===== config.mk =====
export PLATFORM = sky130hd
export DESIGN_NAME = perceptron_trainer_n
export DESIGN_NICKNAME = d
export VERILOG_FILES = /design/src/rtl/perceptron_trainer_n.sv
export SDC_FILE = /design/constraint.sdc
export NUM_CORES = 1
export LEC_CHECK = 0
export BUFFER_PORTS_ARGS = -buffer_cell sky130_fd_sc_hd__buf_2
export CORE_MARGIN = 3
export CORE_UTILIZATION = 40
export DETAILED_ROUTE_END_ITERATION = 10
export GPL_TIMING_DRIVEN = 0
export PLACE_DENSITY = 0.51
export REMOVE_ABC_BUFFERS = 1
export SYNTH_ARGS = -nofsm -noshare
export SYNTH_HDL_FRONTEND = slang
export SYNTH_SLANG_ARGS = --single-unit

===== constraint.sdc =====
create_clock -name clk -period 21 [get_ports clk]
set_input_delay 4.2 -clock clk [delete_from_list [all_inputs] [get_ports clk]]
set_output_delay 4.2 -clock clk [all_outputs]
set_load 0.01 [all_outputs]

===== src/rtl/perceptron_trainer_n.sv =====
// Perceptron trainer: N_IN-input bipolar perceptron, Fausett rule (alpha = 1),
// trained over an internal sample RAM. Epochs repeat until one epoch makes no
// update or MAX_EPOCH epochs have run. Weight and bias arithmetic saturates.
//
// state     | meaning
// ----------+-------------------------------------------------------------
// IDLE      | results valid, sample RAM writable, waiting for start
// CLEAR     | zero weights/bias/status, k = 0, u = 0
// FETCH     | read sample k into the sample register, acc = bias
// MAC       | acc += w[i]*x[i], one lane per cycle
// DECIDE    | threshold acc against +/-THETA, compare with target
// UPDATE    | w[i] += t*x[i], bias += t (saturating), mark epoch dirty
// EPOCH_END | epochs++, then converge / hit epoch limit / next epoch
module perceptron_trainer_n #(
    parameter int N_IN      = 2,
    parameter int DW        = 14,
    parameter int DEPTH     = 16,
    parameter int MAX_EPOCH = 64,
    parameter int THETA     = 0,
    localparam int AW       = $clog2(DEPTH),
    localparam int EW       = $clog2(MAX_EPOCH + 1)
) (
    input  logic                 clk,
    input  logic                 rst,
    input  logic                 start,
    input  logic                 wr_en,
    input  logic [AW-1:0]        wr_addr,
    input  logic [N_IN*DW-1:0]   wr_x,
    input  logic                 wr_t,
    input  logic [AW:0]          n_samples,
    output logic                 ready,
    output logic                 converged,
    output logic [EW-1:0]        epochs,
    output logic [N_IN*DW-1:0]   weights,
    output logic [DW-1:0]        bias
);

    // Accumulator is wide enough for bias plus N_IN full-scale products.
    localparam int ACC_W = 2 * DW + $clog2(N_IN + 1);
    localparam int IW    = (N_IN > 1) ? $clog2(N_IN) : 1;
    localparam int SW    = N_IN * DW + 1;

    localparam logic signed [ACC_W-1:0] TH_POS  = ACC_W'(THETA);
    localparam logic signed [ACC_W-1:0] TH_NEG  = ACC_W'(-THETA);
    localparam logic signed [DW+1:0]    SAT_HI  = {3'b000, {(DW-1){1'b1}}};
    localparam logic signed [DW+1:0]    SAT_LO  = {3'b111, {(DW-1){1'b0}}};
    localparam logic signed [DW+1:0]    ONE_P   = (DW+2)'(1);
    localparam logic signed [DW+1:0]    ONE_N   = '1;
    localparam logic [AW:0]             DEPTH_N = (AW+1)'(DEPTH);
    localparam logic [EW-1:0]           EP_LAST = EW'(MAX_EPOCH - 1);
    localparam logic [IW-1:0]           I_LAST  = IW'(N_IN - 1);

    typedef enum logic [2:0] {
        S_IDLE,
        S_CLEAR,
        S_FETCH,
        S_MAC,
        S_DECIDE,
        S_UPDATE,
        S_EPOCH_END
    } state_t;

    state_t                   state_q;
    state_t                   state_nxt;

    // Sample word: {x[N_IN-1], ..., x[0], t}
    logic [SW-1:0]            mem [DEPTH];
    logic [SW-1:0]            smp_q;
    logic [AW:0]              n_q;
    logic [AW-1:0]            k_q;
    logic [IW-1:0]            i_q;
    logic                     u_q;
    logic signed [ACC_W-1:0]  acc_q;
    logic signed [DW-1:0]     w_q [N_IN];
    logic signed [DW-1:0]     b_q;
    logic [EW-1:0]            ep_q;
    logic                     conv_q;
    logic                     ready_q;

    logic                     t_pos;
    logic                     last_smp;
    logic                     y_pos;
    logic                     y_neg;
    logic                     match;
    logic signed [DW-1:0]     x_mac;
    logic signed [DW-1:0]     w_mac;
    logic signed [2*DW-1:0]   prod;
    logic signed [DW+1:0]     x_ext;
    logic signed [DW-1:0]     w_upd [N_IN];
    logic signed [DW-1:0]     b_upd;

    function automatic logic signed [DW-1:0] sat(input logic signed [DW+1:0] v);
        if (v > SAT_HI) begin
            return SAT_HI[DW-1:0];
        end else if (v < SAT_LO) begin
            return SAT_LO[DW-1:0];
        end
        return v[DW-1:0];
    endfunction

    assign t_pos    = smp_q[0];
    assign last_smp = ({1'b0, k_q} == (n_q - 1'b1));
    assign y_pos    = (acc_q > TH_POS);
    assign y_neg    = (acc_q < TH_NEG);
    // Output is 0 inside the dead band, which never matches a bipolar target.
    assign match    = t_pos ? y_pos : y_neg;

    // Select the current MAC lane and form its product.
    always_comb begin
        x_mac = smp_q[1 + int'(i_q) * DW +: DW];
        w_mac = w_q[i_q];
        prod  = w_mac * x_mac;
    end

    // Saturating update values for every lane and the bias.
    always_comb begin
        x_ext = '0;
        for (int i = 0; i < N_IN; i++) begin
            x_ext    = $signed({{2{smp_q[1 + i*DW + DW - 1]}}, smp_q[1 + i*DW +: DW]});
            w_upd[i] = sat($signed({{2{w_q[i][DW-1]}}, w_q[i]}) + (t_pos ? x_ext : -x_ext));
        end
        b_upd = sat($signed({{2{b_q[DW-1]}}, b_q}) + (t_pos ? ONE_P : ONE_N));
    end

    // Next-state logic.
    always_comb begin
        state_nxt = state_q;
        case (state_q)
            S_IDLE:      if (start) state_nxt = S_CLEAR;
            S_CLEAR:     state_nxt = (n_q == '0) ? S_IDLE : S_FETCH;
            S_FETCH:     state_nxt = S_MAC;
            S_MAC:       if (i_q == I_LAST) state_nxt = S_DECIDE;
            S_DECIDE: begin
                if (!match)       state_nxt = S_UPDATE;
                else if (last_smp) state_nxt = S_EPOCH_END;
                else               state_nxt = S_FETCH;
            end
            S_UPDATE:    state_nxt = last_smp ? S_EPOCH_END : S_FETCH;
            S_EPOCH_END: state_nxt = (!u_q || ep_q == EP_LAST) ? S_IDLE : S_FETCH;
            default:     state_nxt = S_IDLE;
        endcase
    end

    // State register.
    always_ff @(posedge clk or negedge rst) begin
        if (!rst) state_q <= S_IDLE;
        else      state_q <= state_nxt;
    end

    // Sample RAM write port; only open while idle, contents survive reset.
    always_ff @(posedge clk) begin
        if (state_q == S_IDLE && wr_en) mem[wr_addr] <= {wr_x, wr_t};
    end

    // Training datapath and registered status.
    always_ff @(posedge clk or negedge rst) begin
        if (!rst) begin
            smp_q   <= '0;
            n_q     <= '0;
            k_q     <= '0;
            i_q     <= '0;
            u_q     <= 1'b0;
            acc_q   <= '0;
            for (int i = 0; i < N_IN; i++) w_q[i] <= '0;
            b_q     <= '0;
            ep_q    <= '0;
            conv_q  <= 1'b0;
            ready_q <= 1'b1;
        end else begin
            ready_q <= (state_nxt == S_IDLE);
            case (state_q)
                S_IDLE: begin
                    if (start) n_q <= (n_samples > DEPTH_N) ? DEPTH_N : n_samples;
                end
                S_CLEAR: begin
                    for (int i = 0; i < N_IN; i++) w_q[i] <= '0;
                    b_q    <= '0;
                    ep_q   <= '0;
                    conv_q <= (n_q == '0);
                    k_q    <= '0;
                    u_q    <= 1'b0;
                end
                S_FETCH: begin
                    smp_q <= mem[k_q];
                    acc_q <= {{(ACC_W-DW){b_q[DW-1]}}, b_q};
                    i_q   <= '0;
                end
                S_MAC: begin
                    acc_q <= acc_q + {{(ACC_W-2*DW){prod[2*DW-1]}}, prod};
                    i_q   <= i_q + 1'b1;
                end
                S_DECIDE: begin
                    if (match && !last_smp) k_q <= k_q + 1'b1;
                end
                S_UPDATE: begin
                    for (int i = 0; i < N_IN; i++) w_q[i] <= w_upd[i];
                    b_q <= b_upd;
                    u_q <= 1'b1;
                    if (!last_smp) k_q <= k_q + 1'b1;
                end
                S_EPOCH_END: begin
                    ep_q <= ep_q + 1'b1;
                    if (!u_q) begin
                        conv_q <= 1'b1;
                    end else begin
                        k_q <= '0;
                        u_q <= 1'b0;
                    end
                end
                default: ;
            endcase
        end
    end

    // Pack the weight vector onto the output bus.
    always_comb begin
        weights = '0;
        for (int i = 0; i < N_IN; i++) weights[i*DW +: DW] = w_q[i];
    end

    assign bias      = b_q;
    assign epochs    = ep_q;
    assign converged = conv_q;
    assign ready     = ready_q;

endmodule


==> run_results.csv <==
group,metric,value,unit
worst_setup_path,worstSetupPathType,"reg2reg",
final_layout,utilization,45.8,%
worst_setup_path,worstPathMaxFanout,42,
hold_path,hold_path_depth,1,
worst_setup_path,slowest_delay,930,ps
timing,worst_pin_slew,1340,ps
floorplanning,die_area,89900,sq um
synth,synth_edf_count,464,
final_layout,register_area,17100,sq um
synth,synth_seq_cells,588,
route,routed_wl,86700,um
synth,syn_area_per_cell,13.2,sq um
flow_run,cap_viol_max_count,0,
synth,yosysSeqAreaShare,49.4,%
synth,yosys_most_used_dff,"edfxtp_1",
worst_setup_path,start_kind,"flop",
cts,postCtsSetupRepairBufs,0,
timing,final.min_clock_period,10170,ps
hold_path,hold_class,"reg2reg",
timing,max-slew-margin-rel,8.23,%
route,drt_iter0_drc,1337,
cts,h-tree-depth,3,
cts,cts_max_path_buffers,3,
route,ant_nets,0,
timing,setup_slack,10830,ps
worst_setup_path,crit_slowest_cell,"mux2i_1",
worst_setup_path,worstPathRequired,21520,ps
run_status,outcome,"complete, no violations",
cts,cts_tree,"done",
timing,rsz0062_at_grt,"false",
floorplanning,num_rows,107,
floorplanning,fp.dieW,300,um
cts,cts_resized,0,
grt,overflow,0,
final_layout,stdcell_area,39100,sq um
timing,hold_viol_final,0,
timing,tns,0,ps
synth,async_flop_share,21.1,%
grt,grt_first_pass_wirelength,135000,um
synth,synth_cell_types,75,
cts,cts_buffers,66,
route,vias_per_cell,5.40,
route,drc,0,
final_layout,multi_input_area,16300,sq um
placement,place_area,36900,sq um
final_layout,fillers,7701,
synth,syn_area,34500,sq um
final_layout,nets,3113,
cts,cts.clk_slew.worst_paths,60,ps
final_layout,mostFrequentLayoutCells,"edfxtp_1, inv_1, nand2_1",
placement,dpl.hpwl,63400,um
grt,grt_pass1_vias,22200,
cts,cts_root_buffer,"clkbuf_16",
worst_setup_path,cp.arrival,10690,ps
grt,antenna_found_initial,8,
placement,preCtsSetupSlack,10920,ps
final_layout,layout_commonest_cell,"edfxtp_1",
route,num_vias,21200,
timing,max_clock_freq,98.3,MHz
timing,min_period_over_period,48.4,%
timing,final_max_slew_viol_count,0,
worst_setup_path,cp-end-kind,"flop",
synth,ys_warn_count,0,
worst_setup_path,rr_worst_depth,34,
floorplanning,ioPinCount,93,
grt,grtUsageTotal,19.7,%
grt,grt_max_degree,80,
final_layout,syn_to_final_growth,13.4,%
final_layout,layout-drive-gt1-share,17.0,%
synth,syn_inst,2610,
floorplanning,core_area,85400,sq um
route,wire_per_inst,22.1,um
cts,cts.sinks,588,
cts,hold_buffers,0,
timing,finalClockSkew,31.6,ps
route,first_pass_iters,7,
floorplanning,die_height,300,um
floorplanning,initial_core_util,40.4,%
placement,port_buffers,92,
placement,gp_congestion,0.845,
timing,setup_viol,0,
cts,clk_latency,610,ps
-- cells in the mapped netlist, types with 9 or more instances --
cell / n / area share [%]
o21bai_1: 12 / 0.26
nor2b_1: 19 / 0.34
nor2_1: 180 / 2.0
nand2_1: 208 / 2.3
edfxtp_1: 464 / 40
or3_1: 12 / 0.22
fa_1: 199 / 12
mux2_2: 39 / 1.3
nor3_1: 31 / 0.45
a21oi_1: 128 / 1.9
or2_2: 9 / 0.16
a31oi_1: 12 / 0.22
xor2_1: 41 / 1.0
mux2i_1: 37 / 1.1
a21o_1: 30 / 0.65
o21ai_0: 61 / 0.88
dfrtp_1: 123 / 8.9
mux4_2: 145 / 9.5
o21a_1: 20 / 0.43
a22oi_1: 15 / 0.33
o21ai_1: 45 / 0.65
clkbuf_1: 68 / 0.74
ha_1: 147 / 5.3
a211oi_1: 12 / 0.26
o211ai_1: 9 / 0.20
nor4_1: 11 / 0.20
o31ai_1: 11 / 0.24
buf_1: 16 / 0.17
xnor2_1: 68 / 1.7
nand2b_1: 27 / 0.49
a22oi_2: 11 / 0.40
inv_1: 272 / 3.0
and3_1: 9 / 0.16
and2_1: 9 / 0.16
o311ai_1: 16 / 0.41
nand3_1: 15 / 0.22
-- area by class of cell --
class	count	share of cell area, %
flip-flops and latches	588	43.6
multi-input cells	1662	41.5
clock buffers	89	4.55
well taps	1144	3.66
repair buffers	134	3.01
inverters	273	2.62
clock inverters	31	1.05
diodes	3	0.0192
-- worst paths after layout --
path                           start          end  slack, ps
max in group asynchronous        rst  weights[25]      16580
hold / removal             epochs[5]    epochs[5]        510
setup / recovery                 i_q    acc_q[29]      10830
min in group asynchronous        rst     bias[12]       3560
hold reg to reg            epochs[5]    epochs[5]        510
setup reg to reg                 i_q    acc_q[29]      10830
-- routing by layer --
metal / vias up / wire, um / track usage, %
li1: 9683 / - / -
met1: 11000 / 37100 / 25.9
met2: 425 / 43900 / 33.9
met3: 121 / 3530 / 2.78
met4: 6 / 2190 / 5.85
met5: - / 37 / 0
-- stage by stage --
stage / instances / hold WS [ps]
after floorplan: 2523 / 472
after detailed placement: 3801 / 496
after CTS: 3921 / 512
after global placement: 3759 / 485
final: 3924 / 511
after global routing: 3921 / 526
-- registers in the layout, summed over array words and instances (netlist names) --
| signal | count |
|---|---|
| acc_q | 30 |
| bias | 14 |
| converged | 1 |
| epochs | 7 |
| i_q | 1 |
| k_q | 4 |
| mem | 464 |
| n_q | 5 |
| ready | 1 |
| smp_q | 29 |
| state_q | 3 |
| u_q | 1 |
| weights | 28 |
-- kinds of logic (layout without fill, tap and decap cells) --
group / after synthesis / count (layout) / synth area share, %
flip-flops: 588 / 588 / 49.4
AND/OR/NAND/NOR: 561 / 561 / 7.34
AO/OA/AOI/OAI: 423 / 423 / 7.83
buffers and inverters: 360 / 527 / 3.96
adder cells (fa/ha/maj): 346 / 346 / 16.9
multiplexers: 222 / 222 / 11.8
XOR/XNOR: 110 / 110 / 2.81
other: 0 / 3 / 0
-- worst max-delay path: cells and delay by family, from the launching register on --
kind / cells / cell delay, ps
multiplexers: 1 / 930
flip-flops: 1 / 660
AO/OA/AOI/OAI: 9 / 2380
buffers and inverters: 7 / 620
adder cells (fa/ha/maj): 8 / 3660
AND/OR/NAND/NOR: 9 / 1780
Power is left out: the tool's default activity adds up to more than one toggle a clock period on the data nets, which glitch-free logic cannot reach.
